===== src/rtl/seg_scan_driver.sv =====
// rtl/seg_scan_driver.sv - multiplexed 7-segment scan driver with shadowed, frame-synchronous updates
//
// Scans N_DIGITS common-enable digits, one slot of SCAN_DIV clocks per digit.
// The first GUARD clocks of every slot are blanked so the previous digit's
// segments never ghost onto the newly enabled digit. New display data is
// captured into a shadow copy and only becomes visible at a frame boundary.
//
// Ports:
//   clk         system clock, rising edge
//   rst         synchronous active-high reset
//   symbols     5-bit symbol code per digit, digit i at [5i+4:5i]
//   dps         decimal point per digit (1 = lit)
//   blink_mask  per-digit blink enable
//   load        one-cycle strobe capturing symbols/dps/blink_mask
//   SEG         segment drive {a,b,c,d,e,f,g,dp}, active high, registered
//   DIG         digit enable, one-hot or zero, active high, registered
//   frame_done  one-cycle pulse in the cycle after each frame boundary
//   pending     captured data is waiting for the next frame boundary

module seg_scan_driver #(
  parameter int N_DIGITS     = 4,
  parameter int SCAN_DIV     = 50000,
  parameter int GUARD        = 2,
  parameter int BLINK_FRAMES = 64
) (
  input  logic                    clk,
  input  logic                    rst,
  input  logic [5*N_DIGITS-1:0]   symbols,
  input  logic [N_DIGITS-1:0]     dps,
  input  logic [N_DIGITS-1:0]     blink_mask,
  input  logic                    load,
  output logic [7:0]              SEG,
  output logic [N_DIGITS-1:0]     DIG,
  output logic                    frame_done,
  output logic                    pending
);

  localparam int PW = $clog2(SCAN_DIV);
  localparam int IW = (N_DIGITS > 1) ? $clog2(N_DIGITS) : 1;
  localparam int BW = (BLINK_FRAMES > 1) ? $clog2(BLINK_FRAMES) : 1;

  localparam logic [PW-1:0] PRESC_MAX   = PW'(SCAN_DIV - 1);
  localparam logic [PW-1:0] PRESC_GUARD = PW'(GUARD);
  localparam logic [IW-1:0] IDX_MAX     = IW'(N_DIGITS - 1);
  localparam logic [BW-1:0] BCNT_MAX    = BW'(BLINK_FRAMES - 1);
  localparam logic [5*N_DIGITS-1:0] SYM_BLANK = {N_DIGITS{5'd17}};

  // Scan state
  logic [PW-1:0] presc_q, presc_d;
  logic [IW-1:0] idx_q, idx_d;
  logic [BW-1:0] bcnt_q, bcnt_d;
  logic          phase_q, phase_d;

  // Shadow (written by load) and active (displayed) copies of the display data
  logic [5*N_DIGITS-1:0] sh_sym_q, sh_sym_d;
  logic [N_DIGITS-1:0]   sh_dp_q, sh_dp_d;
  logic [N_DIGITS-1:0]   sh_bm_q, sh_bm_d;
  logic [5*N_DIGITS-1:0] act_sym_q, act_sym_d;
  logic [N_DIGITS-1:0]   act_dp_q, act_dp_d;
  logic [N_DIGITS-1:0]   act_bm_q, act_bm_d;
  logic                  pending_q, pending_d;

  // Registered outputs
  logic [7:0]          seg_q, seg_d;
  logic [N_DIGITS-1:0] dig_q, dig_d;
  logic                frame_done_q, frame_done_d;

  logic       tick;
  logic       boundary;
  logic [4:0] cur_sym;
  logic       cur_dp;
  logic       cur_bm;
  logic [6:0] glyph;

  function automatic logic [6:0] decode(input logic [4:0] code);
    logic [6:0] g;
    case (code)
      5'd0:    g = 7'b1111110;
      5'd1:    g = 7'b0110000;
      5'd2:    g = 7'b1101101;
      5'd3:    g = 7'b1111001;
      5'd4:    g = 7'b0110011;
      5'd5:    g = 7'b1011011;
      5'd6:    g = 7'b1011111;
      5'd7:    g = 7'b1110000;
      5'd8:    g = 7'b1111111;
      5'd9:    g = 7'b1111011;
      5'd10:   g = 7'b1110111;
      5'd11:   g = 7'b0011111;
      5'd12:   g = 7'b1001110;
      5'd13:   g = 7'b0111101;
      5'd14:   g = 7'b1001111;
      5'd15:   g = 7'b1000111;
      5'd16:   g = 7'b0110111;
      5'd18:   g = 7'b0000001;
      default: g = 7'b0000000;
    endcase
    return g;
  endfunction

  always_comb begin
    tick     = (presc_q == PRESC_MAX);
    boundary = tick && (idx_q == IDX_MAX);
  end

  // Prescaler, digit index and blink phase
  always_comb begin
    presc_d = tick ? '0 : presc_q + PW'(1);
    idx_d   = idx_q;
    bcnt_d  = bcnt_q;
    phase_d = phase_q;
    if (tick) begin
      idx_d = (idx_q == IDX_MAX) ? '0 : idx_q + IW'(1);
    end
    if (boundary) begin
      if (bcnt_q == BCNT_MAX) begin
        bcnt_d  = '0;
        phase_d = ~phase_q;
      end else begin
        bcnt_d = bcnt_q + BW'(1);
      end
    end
  end

  // Shadow/active handoff. A load landing exactly on the boundary bypasses
  // the shadow so it is never left stale behind a cleared pending flag.
  always_comb begin
    sh_sym_d  = sh_sym_q;
    sh_dp_d   = sh_dp_q;
    sh_bm_d   = sh_bm_q;
    act_sym_d = act_sym_q;
    act_dp_d  = act_dp_q;
    act_bm_d  = act_bm_q;
    pending_d = pending_q;
    if (load && boundary) begin
      act_sym_d = symbols;
      act_dp_d  = dps;
      act_bm_d  = blink_mask;
      pending_d = 1'b0;
    end else if (load) begin
      sh_sym_d  = symbols;
      sh_dp_d   = dps;
      sh_bm_d   = blink_mask;
      pending_d = 1'b1;
    end else if (boundary && pending_q) begin
      act_sym_d = sh_sym_q;
      act_dp_d  = sh_dp_q;
      act_bm_d  = sh_bm_q;
      pending_d = 1'b0;
    end
  end

  // Select the active data for the digit currently being scanned
  always_comb begin
    cur_sym = 5'd17;
    cur_dp  = 1'b0;
    cur_bm  = 1'b0;
    for (int i = 0; i < N_DIGITS; i++) begin
      if (idx_q == IW'(i)) begin
        cur_sym = act_sym_q[5*i +: 5];
        cur_dp  = act_dp_q[i];
        cur_bm  = act_bm_q[i];
      end
    end
    glyph = decode(cur_sym);
  end

  always_comb begin
    seg_d        = '0;
    dig_d        = '0;
    frame_done_d = boundary;
    if (presc_q >= PRESC_GUARD) begin
      for (int i = 0; i < N_DIGITS; i++) begin
        dig_d[i] = (idx_q == IW'(i));
      end
      // Blinked-off digits keep their enable; only the segments go dark
      if (!(phase_q && cur_bm)) begin
        seg_d = {glyph, cur_dp};
      end
    end
  end

  always_ff @(posedge clk) begin
    if (rst) begin
      presc_q      <= '0;
      idx_q        <= '0;
      bcnt_q       <= '0;
      phase_q      <= 1'b0;
      sh_sym_q     <= SYM_BLANK;
      sh_dp_q      <= '0;
      sh_bm_q      <= '0;
      act_sym_q    <= SYM_BLANK;
      act_dp_q     <= '0;
      act_bm_q     <= '0;
      pending_q    <= 1'b0;
      seg_q        <= '0;
      dig_q        <= '0;
      frame_done_q <= 1'b0;
    end else begin
      presc_q      <= presc_d;
      idx_q        <= idx_d;
      bcnt_q       <= bcnt_d;
      phase_q      <= phase_d;
      sh_sym_q     <= sh_sym_d;
      sh_dp_q      <= sh_dp_d;
      sh_bm_q      <= sh_bm_d;
      act_sym_q    <= act_sym_d;
      act_dp_q     <= act_dp_d;
      act_bm_q     <= act_bm_d;
      pending_q    <= pending_d;
      seg_q        <= seg_d;
      dig_q        <= dig_d;
      frame_done_q <= frame_done_d;
    end
  end

  assign SEG        = seg_q;
  assign DIG        = dig_q;
  assign frame_done = frame_done_q;
  assign pending    = pending_q;

endmodule


===== config.mk =====
export PLATFORM = sky130hd
export DESIGN_NAME = seg_scan_driver
export DESIGN_NICKNAME = d
export VERILOG_FILES = /design/src/rtl/seg_scan_driver.sv
export SDC_FILE = /design/constraint.sdc
export NUM_CORES = 1
export LEC_CHECK = 0
export BUFFER_PORTS_ARGS = -buffer_cell sky130_fd_sc_hd__buf_2
export CORE_UTILIZATION = 60
export CTS_CLUSTER_DIAMETER = 200
export DETAILED_ROUTE_END_ITERATION = 12
export GPL_TIMING_DRIVEN = 0
export PLACE_DENSITY = 0.77
export SLEW_MARGIN = 5
export SYNTH_ARGS = -nofsm -noshare
export SYNTH_HDL_FRONTEND = slang
export SYNTH_SLANG_ARGS = --single-unit

===== constraint.sdc =====
create_clock -name clk -period 4.9 [get_ports clk]
set_input_delay 0.49 -clock clk [delete_from_list [all_inputs] [get_ports clk]]
set_output_delay 0.49 -clock clk [all_outputs]
set_load 0.01 [all_outputs]

==> metrics.cfg <==
[routing]
wl_per_cell_um=16.5
drt_iter0_drc=237
viasPerCell=6.00
num_vias=4277
drcViolationCount=0
antenna_left=0
drtPass1Iterations=5
routed_wl_um=11700

[cells_and_area]
area_delta_synth_final_pct=11.2
seqCellArea_um2=1900
multi_input_area_um2=2510
num_antenna_cells=0
nets=655
fill_cells=651
layout-drive-gt1-share_pct=13.2
fin_util_pct=70.3

[die]
io_pins=45
dieArea_um2=8170
die_w_um=90.4
initial_core_util_pct=63.3
core-area_um2=7410
rows=31
dieHeight_um=90.4

[worst_hold_path]
hp-class=input port to flop
hold-path-cell-count=2

[timing]
tns_ns=0
rsz0062_at_grt=no
min_period_over_period_pct=64.6
setup_violations=0
clock_skew_ns=0.0117
finalCriticalPeriod_ns=3.16
fmax_mhz=316
max_slew_margin_pct=24.5
hold_violations=0
worst_slew_pin_slew_ns=1.13
drv_slew=0

[cts]
clock_latency_ns=0.37
cts_tree=done
path_clk_slew_ns=0.08
cts_buffers=9
clock-root-buffer=clkbuf_8
cts_resized=0
ctsHoldBuffers=0
clk_path_buf_depth=2
cts_sinks=95
postCtsSetupBuffers=0
htreeDepth=3

[setup_path]
cp.required_ns=5.14
slowest_stage=a2111oi_0
max_stage_delay_ns=0.93
crit_type=flop to flop
crit_fanout=10
reg2regPathDepth=10
end_kind=flop
critPathLaunchType=flop
crit_chain=inv_1, ha_1, clkbuf_1, a2111oi_0, nor2_1, inv_1, ha_1, mux2i_1, o22ai_1, o21ai_0
arrival_ns=3.40

[logic_synthesis]
synthFlopType=dfxtp_1
synthTopCellsByArea=dfxtp_1 (41%), nor2_1 (7.0%), mux2i_1 (4.7%)
synth-seq-cells=95
syn-num-nets=601
syn-mean-instance-area_um2=8.43
synthCells=556
synth_warnings=0
synth_top_area_share_pct=40.6
synthDistinctLibCells=50
yosys.area.top_type=dfxtp_1
async_reset_ff_share_pct=0
synth_edf_count=0
syn-cell-area_um2=4690
ys_seq_area_share_pct=40.6

[global_routing]
grt_antenna_before_repair=0
grt_max_degree=15
grt-ovfl-total=0
grt.total_usage_pct=29.6
grt_pass1_wl_um=19600
grt_pass1_vias=4086

[pwr]
vdd_drop_max_uv=186
powerDensity_nw_per_um2=270
total_leakage_power_nw=2.03

[outcome]
status=finished clean

[placement]
port_buffers=43
dpl.hpwl_um=8420
place.gp.congestion=0.863

[run]
cap_viol_max_count=0

-- flip-flops by register name, indices dropped and copies added, names as in the netlist --
name / count
sh_dp_q: 4
sh_sym_q: 20
phase_q: 1
sh_bm_q: 4
act_dp_q: 4
bcnt_q: 6
frame_done: 1
SEG: 8
act_sym_q: 20
presc_q: 16
act_bm_q: 4
idx_q: 2
pending: 1
DIG: 4
-- power breakdown --
part	internal (mW)	switching (mW)	leakage, nW	total (mW)
Clock	0.224	0.263	0.0878	0.487
Combinational	0.0487	0.0694	1.17	0.118
Sequential	0.789	0.0107	0.773	0.800
-- worst max-delay path, delay by kind of cell, from the launching register on --
kind | cells | cell delay [ns]
AND/OR/NAND/NOR | 1 | 0.28
buffers and inverters | 3 | 0.54
flip-flops | 1 | 0.39
adder cells (fa/ha/maj) | 2 | 0.50
multiplexers | 1 | 0.11
AO/OA/AOI/OAI | 3 | 1.22
-- per-stage QoR --
stage	cell area, um2	hold WS, ns	power [mW]	worst slack [ns]	cells
final	5210	0.346	1.41	1.74	713
after detailed placement	5030	0.454	0.935	1.85	698
after floorplan	4690	0.426	0.893	2.32	556
after CTS	5210	0.336	1.41	1.81	713
after global placement	5030	0.435	0.930	1.96	698
after global routing	5210	0.342	1.45	1.49	713
-- worst paths after layout --
check                startpoint            end  slack (ns)
setup / recovery       idx_q[1]         SEG[2]        1.74
setup reg to reg       idx_q[1]         SEG[2]        1.74
hold / removal       symbols[0]    sh_sym_q[0]        0.35
hold reg to reg   act_sym_q[10]  act_sym_q[10]        0.48
-- layout by cell type, fill, tap and decap left out, drive strengths merged, types with 2 or more instances in the layout --
| cell type | netlist | final |
|---|---|---|
| dfxtp | 95 | 95 |
| nor2 | 87 | 87 |
| buf | 12 | 55 |
| clkbuf | 24 | 37 |
| a21oi | 34 | 34 |
| inv | 29 | 29 |
| nand2 | 27 | 27 |
| nor2b | 23 | 23 |
| mux2i | 22 | 22 |
| nor3 | 19 | 19 |
| a211o | 16 | 16 |
| ha | 14 | 14 |
| nand3 | 14 | 14 |
| a31oi | 11 | 11 |
| nor4 | 10 | 10 |
| and3 | 9 | 9 |
| o221a | 9 | 9 |
| xnor2 | 9 | 9 |
| o21ai | 9 | 9 |
| a211oi | 8 | 8 |
| a41oi | 8 | 8 |
| nor3b | 7 | 7 |
| or3 | 5 | 5 |
| nand4 | 5 | 5 |
| o31ai | 5 | 5 |
| o21a | 5 | 5 |
| and2 | 5 | 5 |
| xor2 | 5 | 5 |
| or4 | 5 | 5 |
| nand3b | 4 | 4 |
| o22ai | 4 | 4 |
| nand2b | 3 | 3 |
| a21o | 3 | 3 |
| a22oi | 3 | 3 |
| clkinvlp | 0 | 2 |
-- final cells by class --
| cell class | instances | share of cell area [%] |
|---|---|---|
| clock inverters | 2 | 0.288 |
| repair buffers | 43 | 4.13 |
| multi-input cells | 396 | 48.1 |
| clock buffers | 13 | 3.24 |
| flip-flops and latches | 95 | 36.5 |
| well taps | 99 | 2.38 |
| plain buffers | 36 | 3.27 |
| inverters | 29 | 2.09 |
-- cell families after synthesis --
family          after synthesis  share of synthesized area [%]
simple gates                225                           24.2
buf+inv                      65                           5.95
mux                          22                           4.70
fa+ha+maj                    14                           3.74
xor+xnor                     14                           2.62
flops                        95                           40.6
compound gates              121                           18.2
-- synth_stat cells (all sizes together), types with 9 or more instances --
library cell and number:
nor3 19, clkbuf 24, o221a 9, mux2i 22
xnor2 9, a21oi 34, nor4 10, nand3 14
o21ai 9, nor2 87, a31oi 11, dfxtp 95
a211o 16, nor2b 23, buf 12, nand2 27
and3 9, inv 29, ha 14
-- routing by layer --
metal / vias up / share of wire (%) / track usage (%)
li1: 2080 / - / -
met1: 1999 / 44 / 38.9
met2: 175 / 47 / 47.8
met3: 23 / 6.7 / 6.14
met4: 0 / 1.9 / 11.6
met5: - / 0 / 0
Note: power is estimated with default switching activity, not from simulation.
